## src/rtl/gmm_bg_count_pipe.sv

```systemverilog
// Two-stage cumulative-weight / background-count stage ahead of the GMM foreground detector.
// Optional saturating background-pixel counter enabled by defining GMM_BG_COUNT_STATS_EN.
package gmm_bg_count_pkg;

    typedef struct packed {
        logic [7:0] pixel;
        logic [2:0] clusters_num;
    } in_t;

    typedef struct packed {
        in_t              in;
        logic [2:0][7:0]  mem_w;
        logic [2:0][7:0]  mem_mu;
        logic [2:0][15:0] vars;
        logic [7:0]       var_lr;
        logic [2:0][18:0] w_sum;
        logic [1:0]       B;
        logic [2:0]       is_matched;
        logic [1:0]       p_max_idx;
    } mega_data_t;

endpackage

module gmm_bg_count_pipe
    import gmm_bg_count_pkg::*;
#(
    parameter logic [7:0] T_BG = 8'd179
) (
    input  logic        clk,
    input  logic        rst,
    input  logic        snk_valid,
    input  mega_data_t  snk_data,
    output logic        snk_ready,
    input  logic        src_ready,
    output logic        src_valid,
    output mega_data_t  src_data,
    output logic [31:0] stat_bg_cnt
);

    logic       s1_valid_reg;
    mega_data_t s1_data_reg;
    mega_data_t s1_data_next;
    logic       s2_valid_reg;
    mega_data_t s2_data_reg;
    mega_data_t s2_data_next;
    logic       s1_ready;
    logic       s2_ready;
    logic       s1_load;
    logic       s2_load;

    assign s2_ready  = src_ready | ~s2_valid_reg;
    assign s1_ready  = s2_ready | ~s1_valid_reg;
    assign s1_load   = snk_valid & s1_ready;
    assign s2_load   = s1_valid_reg & s2_ready;
    assign snk_ready = s1_ready;
    assign src_valid = s2_valid_reg;
    assign src_data  = s2_data_reg;

    // Masked per-cluster weights and their running sum; inactive clusters read as 0.
    logic [18:0] term [3];
    logic [18:0] acc  [3];
    logic [2:0][18:0] w_sum_next;

    genvar gi;
    generate
        for (gi = 0; gi < 3; gi++) begin : g_acc
            logic active;
            assign active   = (3'(gi) < snk_data.in.clusters_num);
            assign term[gi] = active ? {11'b0, snk_data.mem_w[gi]} : 19'd0;
            if (gi == 0) begin : g_first
                assign acc[gi] = term[gi];
            end else begin : g_rest
                assign acc[gi] = acc[gi-1] + term[gi];
            end
            assign w_sum_next[gi] = active ? acc[gi] : 19'd0;
        end
    endgenerate

    always_comb begin
        s1_data_next       = snk_data;
        s1_data_next.w_sum = w_sum_next;
    end

    logic [1:0]  n_clusters;
    logic [18:0] t_ext;
    logic [1:0]  b_next;

    assign n_clusters = (s1_data_reg.in.clusters_num > 3'd3) ? 2'd3
                                                             : s1_data_reg.in.clusters_num[1:0];
    assign t_ext = {11'b0, T_BG};

    // First b whose prefix sum strictly exceeds the threshold, else n.
    always_comb begin
        b_next = n_clusters;
        if (n_clusters == 2'd0) begin
            b_next = 2'd0;
        end else if (s1_data_reg.w_sum[0] > t_ext) begin
            b_next = 2'd1;
        end else if (n_clusters >= 2'd2 && s1_data_reg.w_sum[1] > t_ext) begin
            b_next = 2'd2;
        end else if (n_clusters == 2'd3 && s1_data_reg.w_sum[2] > t_ext) begin
            b_next = 2'd3;
        end
    end

    always_comb begin
        s2_data_next   = s1_data_reg;
        s2_data_next.B = b_next;
    end

    always_ff @(posedge clk or posedge rst) begin
        if (rst) begin
            s1_valid_reg <= 1'b0;
            s1_data_reg  <= '0;
            s2_valid_reg <= 1'b0;
            s2_data_reg  <= '0;
        end else begin
            if (s1_load) begin
                s1_valid_reg <= 1'b1;
                s1_data_reg  <= s1_data_next;
            end else if (s2_ready) begin
                s1_valid_reg <= 1'b0;
            end
            if (s2_load) begin
                s2_valid_reg <= 1'b1;
                s2_data_reg  <= s2_data_next;
            end else if (src_ready) begin
                s2_valid_reg <= 1'b0;
            end
        end
    end

`ifdef GMM_BG_COUNT_STATS_EN
    logic [31:0] bg_cnt_reg;
    logic        bg_hit;

    assign bg_hit = s2_valid_reg & src_ready & (s2_data_reg.B == 2'd1)
                  & (s2_data_reg.in.clusters_num != 3'd0);

    always_ff @(posedge clk or posedge rst) begin
        if (rst) begin
            bg_cnt_reg <= 32'd0;
        end else if (bg_hit && bg_cnt_reg != 32'hFFFF_FFFF) begin
            bg_cnt_reg <= bg_cnt_reg + 32'd1;
        end
    end

    assign stat_bg_cnt = bg_cnt_reg;
`else
    assign stat_bg_cnt = 32'd0;
`endif

endmodule

```

## config.mk

```make
export PLATFORM = sky130hd
export DESIGN_NAME = gmm_bg_count_pipe
export DESIGN_NICKNAME = d
export VERILOG_FILES = /design/src/rtl/gmm_bg_count_pipe.sv
export SDC_FILE = /design/constraint.sdc
export NUM_CORES = 1
export LEC_CHECK = 0
export BUFFER_PORTS_ARGS = -buffer_cell sky130_fd_sc_hd__clkbuf_2
export CORE_MARGIN = 2
export CORE_UTILIZATION = 46
export CTS_BUF_LIST = sky130_fd_sc_hd__clkbuf_16
export DETAILED_ROUTE_END_ITERATION = 16
export HOLD_SLACK_MARGIN = 0.15
export PLACE_DENSITY = 0.76
export REMOVE_ABC_BUFFERS = 1
export SYNTH_ARGS = -nofsm -noshare
export SYNTH_HDL_FRONTEND = slang
export SYNTH_SLANG_ARGS = --single-unit
```

## constraint.sdc

```tcl
create_clock -name clk -period 9 [get_ports clk]
set_clock_uncertainty 0.15 [all_clocks]
set_input_delay 1.35 -clock clk [delete_from_list [all_inputs] [get_ports clk]]
set_output_delay 1.35 -clock clk [all_outputs]
set_load 0.05 [all_outputs]
```

---- After elaboration in Yosys (flattened, before gate mapping) ----
Index checks and enable logic that the tools add are counted.
operators by class
  eq/ne operators ......................... 1
  bitwise logic cells ..................... 6
  muxes and demuxes ....................... 15
  add/subtract/negate cells ............... 2
  order comparisons ....................... 8
  reduce and logical (&&, ||, !) cells .... 5
operators by type and width
  cell                 number
  $gt 19x8->1 const B  3
  $mux 8               4
  $add 9x8->10         1
  $mux 10              1
  $mux 2               5
  $add 8x8->9          1
  $mux 9               1
  $lt 1x3->1 const A   2
  $mux 1               4
  $reduce_bool 2->1    2
  $gt 3x2->1 const B   1
  $lt 2x3->1 const A   1
  $and 1x1->1          2
  $eq 2x2->1 const B   1
  $ge 2x2->1 const B   1
  $logic_and 1x1->1    2
  $logic_not 2->1      1
  $not 1->1            2
  $or 1x1->1           2
word-level totals
  output and inout bits ................... 213
  bits of input ports ..................... 183
  word-level logic and storage cells ...... 74
  bits in registers ....................... 358

---- Logic depth before layout (Yosys ltp) ----
  depth after elaboration ................. 8
  gate-level depth with buffers ........... 17
  depth with buffers taken out ............ 16

---- Worst setup path before layout ----
OpenSTA, ideal clock, no wires.
  kind .................................... input to register
  start ................................... input port snk_data[168] in the netlist's numbering
  end ..................................... register s1_data_reg[53] in the netlist's numbering
  library setup time ...................... 121 ps
  path slack .............................. 4443 ps
  buffers on the path ..................... 1
  stages .................................. 16
  arrival ................................. 4286 ps
  required time ........................... 8729 ps
  cell sequence ........................... or3_1 buf_2 and2_4 ha_1 inv_1 fa_1 nor2b_4 o31a_4 o21ai_2 nor3b_1 nor2_1 ha_1 a2111o_1 o21ai_0 xor2_1 a22o_1
on the way
  cells in the longest elaborated chain, start to end .. 5
  elaborated cells between the ends (all ways) .. 9
  classes of those cells .................. add/sub: 2; order compare: 3; mux: 4
RTL lines
  element               RTL line  text
  from (decl)           32        input mega_data_t snk_data,
  $lt 1x3->1            68        assign active = (3'(gi) < snk_data.in.clusters_num);
  $mux 8                69        assign term[gi] = active ? {11'b0, snk_data.mem_w[gi]} : 19'd0;
  $add 8x8->9           73        assign acc[gi] = acc[gi-1] + term[gi];
  $add 9x8->10          73
  $mux 10 *             75        assign w_sum_next[gi] = active ? acc[gi] : 19'd0;
  to (signal assigned)  120       s1_data_reg <= s1_data_next;
  to (decl)             41        mega_data_t s1_data_reg;
Every way passes the cells marked *; elsewhere a longest branch is shown, timed or not.
A chain may end at the register's enable or synchronous reset.

---- Worst setup path in the final report ----
  start ................................... input port snk_data[169] in the netlist's numbering
  end ..................................... register s1_data_reg[52] in the netlist's numbering
Same word-level chain as after synthesis.

==> impl_metrics.tcl <==
set metrics [dict create \
    rr_startpoint "s1_valid_reg$_DFFE_PP0P_" \
    p_leak_nw 7.14 \
    max-slew-margin-rel 0.268 \
    start_util 0.466 \
    post-route-period-util 0.531 \
    yosys_warnings 0 \
    worstSetupPathType "input pin to flip-flop" \
    finalWorstSetupSlack_ns 4.22 \
    post_cts_resize_count 0 \
    grt_start_max_net_pins 108 \
    tightestPinTransition_ns 1.10 \
    p_total_w 0.00450 \
    yosysSeqAreaShare 0.597 \
    grt_util_met2 0.304 \
    min_path_type "flip-flop to flip-flop" \
    min-delay-start "s1_data_reg[46]$_DFFE_PP0P_" \
    slew_viol_final 0 \
    antennaDiodeCount 0 \
    wire_per_inst_um 17.2 \
    numCtsBuffers 34 \
    synthXorXnorAreaFrac 0.00701 \
    drive_gt1_frac 0.536 \
    grtUsageMet1 0.235 \
    rows 60 \
    cts.path.max_buffers 3 \
    setup_violations 0 \
    postRouteAntennaNets 0 \
    crit_start "snk_data[169]" \
    ys.flop_type "dfrtp_1" \
    htree_levels 2 \
    pre_cts_slack_ns 3.72 \
    yosys-top-cells-area "dfrtp_1 (60%), mux2_2 (25%), buf_4 (4.6%), ha_1 (1.7%), o21ai_0 (0.80%)" \
    final_area_sq_mm 0.0149 \
    netlist_instances 849 \
    max_freq_mhz 209 \
    critPathMaxFanout 12 \
    synth_compound_area_frac 0.0413 \
    fin_nets 1330 \
    synth-seq-cells 298 \
    use_met3 0.0360 \
    syn_area_per_cell_sq_um 14.7 \
    grt.overflow.total 0 \
    viasPerCell 4.92 \
    placed_cell_area_sq_mm 0.0139 \
    synth.top_cell.area_share 0.597 \
    final_hold_viol_count 0 \
    start_kind "input pin" \
    gp_congestion 0.791 \
    synthArstFlopShare 1.00 \
    cts_setup_buffers 0 \
    synth_edf_count 0 \
    totalWireLength_um 25800 \
    fp.dieArea_sq_mm 0.0285 \
    cellPowerDensity_mw_per_mm2 301 \
    synth_top_family_by_area "multiplexers" \
    antenna_found_initial 0 \
    synth.area.mux_share 0.246 \
    cts_tree "done" \
    clock_latency_ns 0.50 \
    rsz0062_at_grt "false" \
    drt_first_pass_iters 4 \
    grt_pass1_wl_um 40900 \
    die_h_um 169 \
    ctsRootBufferMaster "clkbuf_16" \
    crit_arrival_ns 5.01 \
    drc 0 \
    grt.busiest_layer "met2" \
    fin_tns_setup_ns 0 \
    synth_simple_gate_area_frac 0.0303 \
    cap_violations 0 \
    drt_iter0_drc 310 \
    ioPinCount 396 \
    ir_drop_uv 201 \
    period_needed_ns 4.78 \
    post-synth-top-area-cell "dfrtp_1" \
    vias 7355 \
    grt_usage 0.180 \
    synthAdderAreaFrac 0.0202 \
    worst_setup_path_end_kind "flip-flop" \
    clkSinkCount 298 \
    syn_area_sq_mm 0.0125 \
    area_growth_pct 19.5 \
    largest_register_ffs 149 \
    regToRegSetupSlack_ns 6.22 \
    die_w_um 169 \
    ys_types 42 \
    grt_pass1_vias 7503 \
    crit_required_ns 9.23 \
    core-area_sq_mm 0.0268 \
    dp_hpwl_um 17500 \
    path_clk_slew_ns 0.06 \
    cts_hold_buf 0 \
    status "completed" \
    io_buffers 274 \
]
placed cells by master (no fill, tap or decap), types with 2 or more instances in the layout:
cell type	instances
conb_1	62
clkbuf_2	274
clkbuf_16	35
dfrtp_1	298
nor2_1	12
and2_4	7
clkinv_1	7
nor2b_1	14
clkinv_2	8
nand2b_1	9
o211ai_1	3
fa_1	2
a22o_1	8
nand2_1	21
a21oi_1	11
o31ai_1	5
xor2_1	3
a211oi_1	3
mux2_2	273
o21ai_0	20
inv_1	18
o21bai_1	2
xnor2_1	7
ha_1	17
o41ai_2	3
a2111oi_0	2
a21o_1	2
buf_4	6
area by class of cell:
type                            count  area, sq um
Tap cell                          341          427
Timing Repair Buffer              280         1420
Clock buffer                       35          876
Multi-Input combinational cell    503         4560
Inverter                           11         48.8
Fill cell                        2257        11900
Clock inverter                     26          144
Sequential cell                   298         7460
through the flow:
step / instances / utilization / hold WS [ns]
after floorplan: 812 / - / 0.294
after global placement: 1433 / 0.519 / 0.307
after detailed placement: 1433 / 0.519 / 0.313
after CTS: 1494 / 0.557 / 0.326
after global routing: 1494 / 0.557 / 0.355
final: 1494 / 0.557 / 0.321
metal layers:
metal / wire [um] / part of all wire
met5: 0 / 0
met3: 1400 / 0.054
met4: 618 / 0.024
met2: 12900 / 0.50
met1: 10800 / 0.42
cells in the mapped netlist (2+ instances only):
cell type  number
o31ai_1         5
o211ai_1        3
xor2_1          3
a211oi_1        3
a22o_1          8
dfrtp_1       298
fa_1            2
nand2b_1        9
nor2b_1        14
buf_4          77
buf_2          19
nand2_1        22
clkbuf_1        2
ha_1           17
a21o_1          2
o41ai_2         3
a21oi_1        11
mux2_2        273
a2111oi_0       2
inv_1          11
and2_4          7
o21bai_1        2
xnor2_1         7
o21ai_0        20
nor2_1         12
where the power goes:
group	switching, W	leakage [nW]	internal (W)
clock network	0.000529	0.539	0.000733
registers	0.000146	3.53	0.00163
logic	0.00104	3.07	0.000423
total	0.00172	7.14	0.00279
cell families (layout without fill, tap and decap cells):
| logic type | Yosys count | count (layout) |
|---|---|---|
| xor gates and xnor gates | 10 | 10 |
| buffers and inverters | 109 | 352 |
| muxes | 273 | 273 |
| AOI/OAI and AO/OA | 70 | 70 |
| other | 1 | 62 |
| DFF | 298 | 298 |
| and+or+nand+nor | 69 | 69 |
| adders and majority gates | 19 | 19 |
worst max-delay path, cell delays in order:
cell and delay (ns):
clkbuf_2 0.15, nor2_1 0.77, nor2b_1 0.11, ha_1 0.28
inv_1 0.08, fa_1 0.25, nor2b_4 0.06, o31a_4 0.31
o21ai_2 0.13, nor3b_1 0.33, nor2_1 0.08, ha_1 0.36
nand2_1 0.06, o21ai_0 0.24, nand2_1 0.12, xnor2_1 0.14
a22o_1 0.19
path summary, 6_finish.rpt:
| kind | endpoint | depth (start not counted) |
|---|---|---|
| max | s1_data_reg[52]$_DFFE_PP0P_ | 17 |
| min | s1_data_reg[46]$_DFFE_PP0P_ | 2 |
| max reg2reg | s1_data_reg[53]$_DFFE_PP0P_ | 5 |
| min reg2reg | s1_data_reg[46]$_DFFE_PP0P_ | 2 |
| max in group asynchronous | s1_data_reg[166]$_DFFE_PP0P_ | 4 |
| min in group asynchronous | src_data[173]$_DFFE_PP0P_ | 2 |
No activity file was read; power rests on OpenSTA's default activity.
